==> src/rtl/pipe_pkg.sv <==
// Shared pipeline definitions for the ID/EX stage and its forwarding logic.
//   - ALU mode encodings consumed by the EX-stage ALU
//   - forward-select encodings reported on fwd_a / fwd_b
//   - default datapath and register-address widths
package pipe_pkg;

    localparam int WIDTH_DEF = 32;
    localparam int RA_DEF    = 5;

    typedef enum logic [2:0] {
        M_OR   = 3'b000,
        M_AND  = 3'b001,
        M_XOR  = 3'b010,
        M_ADD  = 3'b011,
        M_NOR  = 3'b100,
        M_NAND = 3'b101,
        M_SLT  = 3'b110,
        M_SUB  = 3'b111
    } alu_mode_e;

    localparam logic [1:0] FWD_NONE  = 2'd0;
    localparam logic [1:0] FWD_EXMEM = 2'd1;
    localparam logic [1:0] FWD_MEMWB = 2'd2;

endpackage

==> src/rtl/id_ex_stage_if.sv <==
// Bundle of every non-clock signal of the ID/EX stage.
//   ID side      : in_valid, in_rs1/rs2/rd, in_rs1_data/rs2_data, in_imm,
//                  in_use_imm, in_alu_m, in_reg_write
//   control      : stall, flush
//   forward srcs : exmem_reg_write/rd/result, memwb_reg_write/rd/result
//   EX side      : ex_valid, ex_a, ex_b, ex_m, ex_rd, ex_reg_write, fwd_a, fwd_b
// The stage itself connects through the slave modport; whoever drives the
// ID and forward inputs (and reads EX) uses master.
// Flow control: there is no valid/ready pair. A transfer from ID into EX
// happens on every rising edge where stall = 0 and flush = 0; in_valid only
// marks whether that slot carries a real instruction.
interface id_ex_stage_if
    import pipe_pkg::*;
#(
    parameter int WIDTH = WIDTH_DEF,
    parameter int RA    = RA_DEF
);
    logic             in_valid;
    logic [RA-1:0]    in_rs1;
    logic [RA-1:0]    in_rs2;
    logic [RA-1:0]    in_rd;
    logic [WIDTH-1:0] in_rs1_data;
    logic [WIDTH-1:0] in_rs2_data;
    logic [WIDTH-1:0] in_imm;
    logic             in_use_imm;
    logic [2:0]       in_alu_m;
    logic             in_reg_write;
    logic             stall;
    logic             flush;
    logic             exmem_reg_write;
    logic [RA-1:0]    exmem_rd;
    logic [WIDTH-1:0] exmem_result;
    logic             memwb_reg_write;
    logic [RA-1:0]    memwb_rd;
    logic [WIDTH-1:0] memwb_result;
    logic             ex_valid;
    logic [WIDTH-1:0] ex_a;
    logic [WIDTH-1:0] ex_b;
    logic [2:0]       ex_m;
    logic [RA-1:0]    ex_rd;
    logic             ex_reg_write;
    logic [1:0]       fwd_a;
    logic [1:0]       fwd_b;

    modport master (
        output in_valid, in_rs1, in_rs2, in_rd, in_rs1_data, in_rs2_data,
               in_imm, in_use_imm, in_alu_m, in_reg_write, stall, flush,
               exmem_reg_write, exmem_rd, exmem_result,
               memwb_reg_write, memwb_rd, memwb_result,
        input  ex_valid, ex_a, ex_b, ex_m, ex_rd, ex_reg_write, fwd_a, fwd_b
    );

    modport slave (
        input  in_valid, in_rs1, in_rs2, in_rd, in_rs1_data, in_rs2_data,
               in_imm, in_use_imm, in_alu_m, in_reg_write, stall, flush,
               exmem_reg_write, exmem_rd, exmem_result,
               memwb_reg_write, memwb_rd, memwb_result,
        output ex_valid, ex_a, ex_b, ex_m, ex_rd, ex_reg_write, fwd_a, fwd_b
    );
endinterface

==> src/rtl/id_ex_stage_fwd_unit.sv <==
// Operand forwarding for one source register.
//   valid           : EX slot holds a real instruction (no forwarding otherwise)
//   src, data       : registered source register number and its register-file data
//   exmem_*/memwb_* : the two forward sources (write enable, rd, result)
//   fwd_data        : operand after forwarding
//   sel             : FWD_NONE / FWD_EXMEM / FWD_MEMWB
// EX/MEM is the younger result, so it wins when both sources hit.
module fwd_unit
    import pipe_pkg::*;
#(
    parameter int WIDTH = WIDTH_DEF,
    parameter int RA    = RA_DEF
) (
    input  logic             valid,
    input  logic [RA-1:0]    src,
    input  logic [WIDTH-1:0] data,
    input  logic             exmem_reg_write,
    input  logic [RA-1:0]    exmem_rd,
    input  logic [WIDTH-1:0] exmem_result,
    input  logic             memwb_reg_write,
    input  logic [RA-1:0]    memwb_rd,
    input  logic [WIDTH-1:0] memwb_result,
    output logic [WIDTH-1:0] fwd_data,
    output logic [1:0]       sel
);
    logic exmem_hit;
    logic memwb_hit;

    // A zero rd never matches, so register 0 is never forwarded.
    assign exmem_hit = valid && exmem_reg_write && (exmem_rd != '0) && (exmem_rd == src);
    assign memwb_hit = valid && memwb_reg_write && (memwb_rd != '0) && (memwb_rd == src);

    always_comb begin
        fwd_data = data;
        sel      = FWD_NONE;
        if (exmem_hit) begin
            fwd_data = exmem_result;
            sel      = FWD_EXMEM;
        end else if (memwb_hit) begin
            fwd_data = memwb_result;
            sel      = FWD_MEMWB;
        end
    end
endmodule

==> src/rtl/id_ex_stage.sv <==
// ID/EX pipeline register with two-level operand forwarding in front of the ALU.
//   clk   : rising-edge clock
//   rst_n : asynchronous active-low reset
//   bus   : id_ex_stage_if.slave -- ID fields, stall/flush, forward sources in;
//           forwarded operands, ALU mode, destination and forward selects out
// Edge priority is flush > stall > advance. During a stall the operand data
// registers re-capture the forwarded values, so a forward source that moves
// on while EX is held does not take its result with it.
module id_ex_stage
    import pipe_pkg::*;
#(
    parameter int WIDTH = WIDTH_DEF,
    parameter int RA    = RA_DEF
) (
    input  logic         clk,
    input  logic         rst_n,
    id_ex_stage_if.slave bus
);
    logic             valid_q;
    logic [RA-1:0]    rs1_q;
    logic [RA-1:0]    rs2_q;
    logic [RA-1:0]    rd_q;
    logic [WIDTH-1:0] rs1_data_q;
    logic [WIDTH-1:0] rs2_data_q;
    logic [WIDTH-1:0] imm_q;
    logic             use_imm_q;
    logic [2:0]       m_q;
    logic             reg_write_q;

    logic [WIDTH-1:0] fwd_data_a;
    logic [WIDTH-1:0] fwd_data_b;
    logic [1:0]       sel_a;
    logic [1:0]       sel_b;

    always_ff @(posedge clk or negedge rst_n) begin
        if (!rst_n) begin
            valid_q     <= 1'b0;
            rs1_q       <= '0;
            rs2_q       <= '0;
            rd_q        <= '0;
            rs1_data_q  <= '0;
            rs2_data_q  <= '0;
            imm_q       <= '0;
            use_imm_q   <= 1'b0;
            m_q         <= 3'b000;
            reg_write_q <= 1'b0;
        end else if (bus.flush) begin
            valid_q     <= 1'b0;
            reg_write_q <= 1'b0;
        end else if (bus.stall) begin
            // fwd_data_b is the forwarded rs2 even when B uses the immediate.
            rs1_data_q  <= fwd_data_a;
            rs2_data_q  <= fwd_data_b;
        end else begin
            valid_q     <= bus.in_valid;
            rs1_q       <= bus.in_rs1;
            rs2_q       <= bus.in_rs2;
            rd_q        <= bus.in_rd;
            rs1_data_q  <= bus.in_rs1_data;
            rs2_data_q  <= bus.in_rs2_data;
            imm_q       <= bus.in_imm;
            use_imm_q   <= bus.in_use_imm;
            m_q         <= bus.in_alu_m;
            reg_write_q <= bus.in_reg_write & bus.in_valid;
        end
    end

    fwd_unit #(.WIDTH(WIDTH), .RA(RA)) u_fwd_a (
        .valid           (valid_q),
        .src             (rs1_q),
        .data            (rs1_data_q),
        .exmem_reg_write (bus.exmem_reg_write),
        .exmem_rd        (bus.exmem_rd),
        .exmem_result    (bus.exmem_result),
        .memwb_reg_write (bus.memwb_reg_write),
        .memwb_rd        (bus.memwb_rd),
        .memwb_result    (bus.memwb_result),
        .fwd_data        (fwd_data_a),
        .sel             (sel_a)
    );

    fwd_unit #(.WIDTH(WIDTH), .RA(RA)) u_fwd_b (
        .valid           (valid_q),
        .src             (rs2_q),
        .data            (rs2_data_q),
        .exmem_reg_write (bus.exmem_reg_write),
        .exmem_rd        (bus.exmem_rd),
        .exmem_result    (bus.exmem_result),
        .memwb_reg_write (bus.memwb_reg_write),
        .memwb_rd        (bus.memwb_rd),
        .memwb_result    (bus.memwb_result),
        .fwd_data        (fwd_data_b),
        .sel             (sel_b)
    );

    assign bus.ex_valid     = valid_q;
    assign bus.ex_a         = fwd_data_a;
    assign bus.ex_b         = use_imm_q ? imm_q : fwd_data_b;
    assign bus.ex_m         = m_q;
    assign bus.ex_rd        = rd_q;
    assign bus.ex_reg_write = reg_write_q & valid_q;
    assign bus.fwd_a        = sel_a;
    assign bus.fwd_b        = use_imm_q ? FWD_NONE : sel_b;
endmodule

==> src/flat_wrapper.sv <==
// flat-port wrapper written by rule: the top's interface ports become plain ports
module id_ex_stage_flat import pipe_pkg::*;
#(
    parameter int WIDTH = WIDTH_DEF,
    parameter int RA    = RA_DEF
)
  (clk, rst_n, bus_in_valid, bus_in_rs1, bus_in_rs2, bus_in_rd, bus_in_rs1_data, bus_in_rs2_data, bus_in_imm, bus_in_use_imm, bus_in_alu_m, bus_in_reg_write, bus_stall, bus_flush, bus_exmem_reg_write, bus_exmem_rd, bus_exmem_result, bus_memwb_reg_write, bus_memwb_rd, bus_memwb_result, bus_ex_valid, bus_ex_a, bus_ex_b, bus_ex_m, bus_ex_rd, bus_ex_reg_write, bus_fwd_a, bus_fwd_b);
  id_ex_stage_if #(.WIDTH(WIDTH), .RA(RA)) bus_i ();
  input  logic clk;
  input  logic rst_n;
  input wire logic [$bits(bus_i.in_valid)-1:0] bus_in_valid;
  input wire logic [$bits(bus_i.in_rs1)-1:0] bus_in_rs1;
  input wire logic [$bits(bus_i.in_rs2)-1:0] bus_in_rs2;
  input wire logic [$bits(bus_i.in_rd)-1:0] bus_in_rd;
  input wire logic [$bits(bus_i.in_rs1_data)-1:0] bus_in_rs1_data;
  input wire logic [$bits(bus_i.in_rs2_data)-1:0] bus_in_rs2_data;
  input wire logic [$bits(bus_i.in_imm)-1:0] bus_in_imm;
  input wire logic [$bits(bus_i.in_use_imm)-1:0] bus_in_use_imm;
  input wire logic [$bits(bus_i.in_alu_m)-1:0] bus_in_alu_m;
  input wire logic [$bits(bus_i.in_reg_write)-1:0] bus_in_reg_write;
  input wire logic [$bits(bus_i.stall)-1:0] bus_stall;
  input wire logic [$bits(bus_i.flush)-1:0] bus_flush;
  input wire logic [$bits(bus_i.exmem_reg_write)-1:0] bus_exmem_reg_write;
  input wire logic [$bits(bus_i.exmem_rd)-1:0] bus_exmem_rd;
  input wire logic [$bits(bus_i.exmem_result)-1:0] bus_exmem_result;
  input wire logic [$bits(bus_i.memwb_reg_write)-1:0] bus_memwb_reg_write;
  input wire logic [$bits(bus_i.memwb_rd)-1:0] bus_memwb_rd;
  input wire logic [$bits(bus_i.memwb_result)-1:0] bus_memwb_result;
  output wire logic [$bits(bus_i.ex_valid)-1:0] bus_ex_valid;
  output wire logic [$bits(bus_i.ex_a)-1:0] bus_ex_a;
  output wire logic [$bits(bus_i.ex_b)-1:0] bus_ex_b;
  output wire logic [$bits(bus_i.ex_m)-1:0] bus_ex_m;
  output wire logic [$bits(bus_i.ex_rd)-1:0] bus_ex_rd;
  output wire logic [$bits(bus_i.ex_reg_write)-1:0] bus_ex_reg_write;
  output wire logic [$bits(bus_i.fwd_a)-1:0] bus_fwd_a;
  output wire logic [$bits(bus_i.fwd_b)-1:0] bus_fwd_b;
  assign bus_i.in_valid = bus_in_valid;
  assign bus_i.in_rs1 = bus_in_rs1;
  assign bus_i.in_rs2 = bus_in_rs2;
  assign bus_i.in_rd = bus_in_rd;
  assign bus_i.in_rs1_data = bus_in_rs1_data;
  assign bus_i.in_rs2_data = bus_in_rs2_data;
  assign bus_i.in_imm = bus_in_imm;
  assign bus_i.in_use_imm = bus_in_use_imm;
  assign bus_i.in_alu_m = bus_in_alu_m;
  assign bus_i.in_reg_write = bus_in_reg_write;
  assign bus_i.stall = bus_stall;
  assign bus_i.flush = bus_flush;
  assign bus_i.exmem_reg_write = bus_exmem_reg_write;
  assign bus_i.exmem_rd = bus_exmem_rd;
  assign bus_i.exmem_result = bus_exmem_result;
  assign bus_i.memwb_reg_write = bus_memwb_reg_write;
  assign bus_i.memwb_rd = bus_memwb_rd;
  assign bus_i.memwb_result = bus_memwb_result;
  assign bus_ex_valid = bus_i.ex_valid;
  assign bus_ex_a = bus_i.ex_a;
  assign bus_ex_b = bus_i.ex_b;
  assign bus_ex_m = bus_i.ex_m;
  assign bus_ex_rd = bus_i.ex_rd;
  assign bus_ex_reg_write = bus_i.ex_reg_write;
  assign bus_fwd_a = bus_i.fwd_a;
  assign bus_fwd_b = bus_i.fwd_b;
  id_ex_stage #(.WIDTH(WIDTH), .RA(RA)) u_core (.clk(clk), .rst_n(rst_n), .bus(bus_i));
endmodule
==> config.mk <==
export PLATFORM = sky130hd
export DESIGN_NAME = id_ex_stage_flat
export DESIGN_NICKNAME = d
export VERILOG_FILES = /design/src/rtl/pipe_pkg.sv /design/src/rtl/id_ex_stage_if.sv /design/src/rtl/id_ex_stage_fwd_unit.sv /design/src/rtl/id_ex_stage.sv /design/src/flat_wrapper.sv
export SDC_FILE = /design/constraint.sdc
export NUM_CORES = 1
export LEC_CHECK = 0
export ABC_AREA = 1
export ABC_CLOCK_PERIOD_IN_PS = 2350
export BUFFER_PORTS_ARGS = -buffer_cell sky130_fd_sc_hd__buf_2
export CORE_MARGIN = 3
export CORE_UTILIZATION = 45
export DETAILED_ROUTE_END_ITERATION = 6
export PLACE_DENSITY = 0.74
export SLEW_MARGIN = 20
export SYNTH_ARGS = -nofsm -noshare
export SYNTH_HDL_FRONTEND = slang
export SYNTH_SLANG_ARGS = --single-unit
==> constraint.sdc <==
create_clock -name clk -period 2.35 [get_ports clk]
set_clock_uncertainty 0.2 [all_clocks]
set_input_delay 0.47 -clock clk [delete_from_list [all_inputs] [get_ports clk]]
set_output_delay 0.47 -clock clk [all_outputs]
set_load 0.02 [all_outputs]
**Word-level counts from Yosys, hierarchy flattened**

Cells that the tools add are included.

- Bits in registers: 117
- Input port bits: 197
- Output and inout port bits: 78
- Word-level logic and storage cells: 46

- Equality and inequality tests: 5
- Multiplexer cells: 16
- Bitwise logic cells: 4
- Reductions and logical operators: 11

Operators with widths:

| operator | count |
|---|---|
| 32-bit two-way mux | 7 |
| 5-bit equality test | 4 |
| 2-bit two-way mux | 5 |
| 5-bit nonzero test | 2 |
| 1-bit logical AND | 8 |
| 1-bit two-way mux | 4 |
| 1-bit bitwise AND | 2 |
| 2-bit by 1-bit != test with 1-bit output, second input constant | 1 |
| 1-bit inverter | 2 |
| 2-bit AND reduction | 1 |

**Longest topological paths before layout**

- Depth in word-level cells: 6
- Mapped depth: 11
- Mapped depth without buffers: 10

**Cells and area by module**

From an unflattened synthesis, not the netlist that was laid out.

- Cell total of the unflattened synthesis: 1241
- Area, all modules: 8135.3 um2

By module, submodules not included:

| module | instances | cells an instance | area each (um2) | seq. area each (um2) |
|---|---|---|---|---|
| id_ex_stage | 1 | 653 | 5292.6 | 2927.8 |
| fwd_unit | 2 | 294 | 1421.4 | 0.0 |

**Worst setup path before layout**

No wires, ideal clock.

- Kind: input to output
- Start point: input port bus_memwb_rd[4]
- End point: output port bus_fwd_b[1]
- Arrival: 1.612 ns
- Required time: 1.680 ns
- Slack: 0.068 ns
- Cell stages on the path: 5
- Path buffers: 1
- Cell sequence: xor2_1 nor2_2 nand3_2 buf_4 nor3_1

- Cells in the longest elaborated chain, start to end: 6
- Elaborated cells between the ends (all ways): 7
- Those cells by class: eq/ne: 1; mux: 3; reduce/logical: 3

RTL lines:

| element | line | source |
|---|---|---|
| from (decl) | flat_wrapper.sv:27 | `input wire logic [$bits(bus_i.memwb_rd)-1:0] bus_memwb_rd;` |
| 5-bit nonzero test | id_ex_stage_fwd_unit.sv:31 | `assign memwb_hit = valid && memwb_reg_write && (memwb_rd != '0) && (memwb_rd == src);` |
| 1-bit logical AND | id_ex_stage_fwd_unit.sv:31 |  |
| 1-bit logical AND * | id_ex_stage_fwd_unit.sv:31 |  |
| 2-bit two-way mux * | id_ex_stage_fwd_unit.sv:39 | `end else if (memwb_hit) begin` |
| 2-bit two-way mux * | id_ex_stage_fwd_unit.sv:36 | `if (exmem_hit) begin` |
| 2-bit two-way mux * | id_ex_stage.sv:103 | `assign bus.fwd_b = use_imm_q ? FWD_NONE : sel_b;` |
| to (decl) | flat_wrapper.sv:36 | `output wire logic [$bits(bus_i.fwd_b)-1:0] bus_fwd_b;` |

Mark *: on every way between the ends. The rest lies on a longest branch, timed or not.

**Final worst setup path**

- Start point: register u_core.rs2_q[1]
- End point: output port bus_ex_b[1]

- Cells in the longest elaborated chain, start to end: 5
- Elaborated cells between the ends (all ways): 7
- Those cells by class: eq/ne: 2; mux: 3; reduce/logical: 2

RTL lines:

| element | line | source |
|---|---|---|
| from (decl) | id_ex_stage.sv:21 | `logic [RA-1:0] rs2_q;` |
| from (signal assigned) | id_ex_stage.sv:57 | `rs2_q <= bus.in_rs2;` |
| 5-bit equality test | id_ex_stage_fwd_unit.sv:31 |  |
| 1-bit logical AND | id_ex_stage_fwd_unit.sv:31 |  |
| 32-bit two-way mux | id_ex_stage_fwd_unit.sv:39 |  |
| 32-bit two-way mux * | id_ex_stage_fwd_unit.sv:36 |  |
| 32-bit two-way mux * | id_ex_stage.sv:98 | `assign bus.ex_b = use_imm_q ? imm_q : fwd_data_b;` |
| to (decl) | flat_wrapper.sv:31 | `output wire logic [$bits(bus_i.ex_b)-1:0] bus_ex_b;` |

Marks and branches as above.

==> results.cfg <==
[status]
status = finished, violations left
violations = DRC, setup timing

[clock_tree]
clk_pin_slew_worst_paths_ps = 60
cts_tree = yes
cts_buffer_depth = 2
cts_root_buffer = clkbuf_16
htreeDepth = 4
clock-sinks = 117
numCtsBuffers = 17
clock_latency_ps = 420

[synthesis]
ys_types = 25
syn_inst = 1021
ys_ff_latch = 117
synth_area_sq_um = 7200
synth_warnings = 0
ys_seq_area_share_pct = 40.7
syn-num-nets = 1218
synth_area_per_cell_sq_um = 7.05

[detailed_routing]
route.detailed.drc = 3
antenna_left = 0
dr.pass1.iters = 7
wire_per_inst_um = 20.0
wl_mm = 31.4
num_vias = 9010
drtIter0Drc = 1085
viasPerCell = 5.74

[finish]
final_common_cell = nand2_1
instances_no_fill = 1570
area_growth_pct = 63.5
multi_input_area_sq_um = 4840
final_cell_mix = nand2_1 (329), buf_2 (215), dfrtp_1 (117)
register_area_sq_um = 2930
fin_nets = 1538
fill_cells = 1107
layout-drive-gt1-share_pct = 47.0

[floorplan]
initial_utilization_pct = 46.6
design.core.area_sq_um = 15400
io_pins = 275
rows = 45
die_area_sq_um = 17500
die_h_um = 132
die_x_um = 132

[timing]
drv_slew = 0
layout_min_cycle_time_ps = 2880
layout_setup_ws_ps = -525
clock.fmax_mhz = 348
whs_ps = 48.4
period_share_pct = 122
setup_viol = 68
tightest_slew_ps = 870
grt_setup_unrepaired = true
maxSlewHeadroom_pct = 41.9
hold_viol = 0

[global_route]
grt_pass1_wl_mm = 43.2
grt_start_max_net_pins = 67
met2_usage_pct = 48.1
antenna_found_initial = 11
grt_usage_pct = 30.7
met3_usage_pct = 7.68
grt_pass1_vias = 8311
grt-busiest-layer = met2
grt.overflow.total = 0
grtUsageMet1_pct = 41.3

[place]
gp_congestion = 0.909
placed_cells = 1501
dp_hpwl_mm = 19.0
numPortBuffers = 274

[power_and_ir_drop]
ir_worst_vdd_mv = 0.630
power.density_nw_per_um2 = 638
p_leak_nw = 6.30
power_mw = 7.50

[critical_path]
cp_max_fo = 16
crit_path_start_kind = flop
crit_path_end_kind = output pin
critical_path_class = flop to output pin
required_ps = 1680
worst-endpoint-arrival_ps = 2210

[hold_path]
hold_path.class = input port to flop

[run]
cap_violations = 0
## Yosys cell counts (all sizes together)
master / count / area [sq um]
nand2: 419 / 1580
xor2: 11 / 96.3
a22oi: 64 / 480
nand4: 32 / 200
nand3: 197 / 1000
clkbuf: 31 / 116
nor3: 1 / 5.00
and2: 32 / 200
a32o: 1 / 10.0
buf: 42 / 239
o21ai: 4 / 20.0
inv: 46 / 173
a22o: 1 / 8.76
nor2: 16 / 80.1
xnor2: 6 / 52.6
dfrtp: 117 / 2930
o21bai: 1 / 7.51
## flip-flops by register name, indices dropped and copies added, names as in the netlist, 3 cells and up
signal and flops:
u_core.imm_q 32, u_core.rs1_data_q 32, u_core.rs2_data_q 32, u_core.bus.ex_rd 5, u_core.rs1_q 5, u_core.rs2_q 5, u_core.bus.ex_m 3
## worst paths after layout
check,from,to,slack (ps),cells after the start
max,u_core.rs2_q[1]$_DFFE_PN0P_,bus_ex_b[1],-530,12
min,bus_in_alu_m[2],u_core.bus.ex_m[2]$_DFFE_PN0P_,50,3
max reg2reg,u_core.rs1_q[3]$_DFFE_PN0P_,u_core.rs1_data_q[14]$_DFFE_PN0N_,310,10
min reg2reg,u_core.imm_q[12]$_DFFE_PN0P_,u_core.imm_q[12]$_DFFE_PN0P_,270,2
max in group asynchronous,rst_n,u_core.rs2_data_q[16]$_DFFE_PN0N_,930,3
min in group asynchronous,rst_n,u_core.rs1_data_q[19]$_DFFE_PN0N_,360,2
## final cells by class
cell class              count  share of cell area, %
well taps                 211                   2.24
flip-flops and latches    117                   24.9
multi-input cells         785                   41.1
diodes                      5                  0.106
clock buffers              19                   3.85
inverters                  46                   1.53
repair buffers            374                   25.0
clock inverters            13                   1.27
## per-stage QoR
step                      setup WS [ps]  area [sq um]  TNS (ps)  utilization, %
after floorplan                    68.2          7200         0               -
final                              -525         11800    -29560            76.2
after CTS                          -444         10200    -25770            66.0
after global placement             -196          9150     -8520            59.3
after detailed placement           -193          9150     -8470            59.3
after global routing               -622         11800    -35060            76.2
## per-layer routing
| layer | vias up | part of all wire, % |
|---|---|---|
| li1 | 4043 | - |
| met1 | 4223 | 38 |
| met2 | 609 | 47 |
| met3 | 123 | 10 |
| met4 | 12 | 4.5 |
| met5 | - | 0.26 |
## power by group
part           switching [mW]  total [mW]  internal, mW
logic                    1.34        2.39          1.05
registers               0.207        2.48          2.28
clock network           0.997        2.63          1.63
## repair_timing
item | 4_1_cts | 5_1_grt
hold endpoints to repair | 31 | 0
pin swaps | 3 | 50
gates cloned | 2 | 12
setup endpoints to repair | 68 | 68
setup buffers | 3 | 15
hold buffers | 1 | 0
resized for setup | 98 | 313
## kinds of logic after synthesis
logic type	Yosys count	synth area share (%)
and+or+nand+nor	697	42.6
AOI/OAI and AO/OA	71	7.32
xor gates and xnor gates	17	2.07
DFF	117	40.7
buffers and inverters	119	7.34
## worst max-delay path, stage by stage, from the launching register on
cell and delay (ps):
dfrtp_1 430, inv_2 90, nand2_1 50, nand2_1 60, nand2_2 70, nor2_4 180, buf_12 130, buf_12 140
nand4_1 170, nand3_2 160, nand3_2 90, nand2_2 90, buf_6 120
Power figures use the tool's default switching activity.
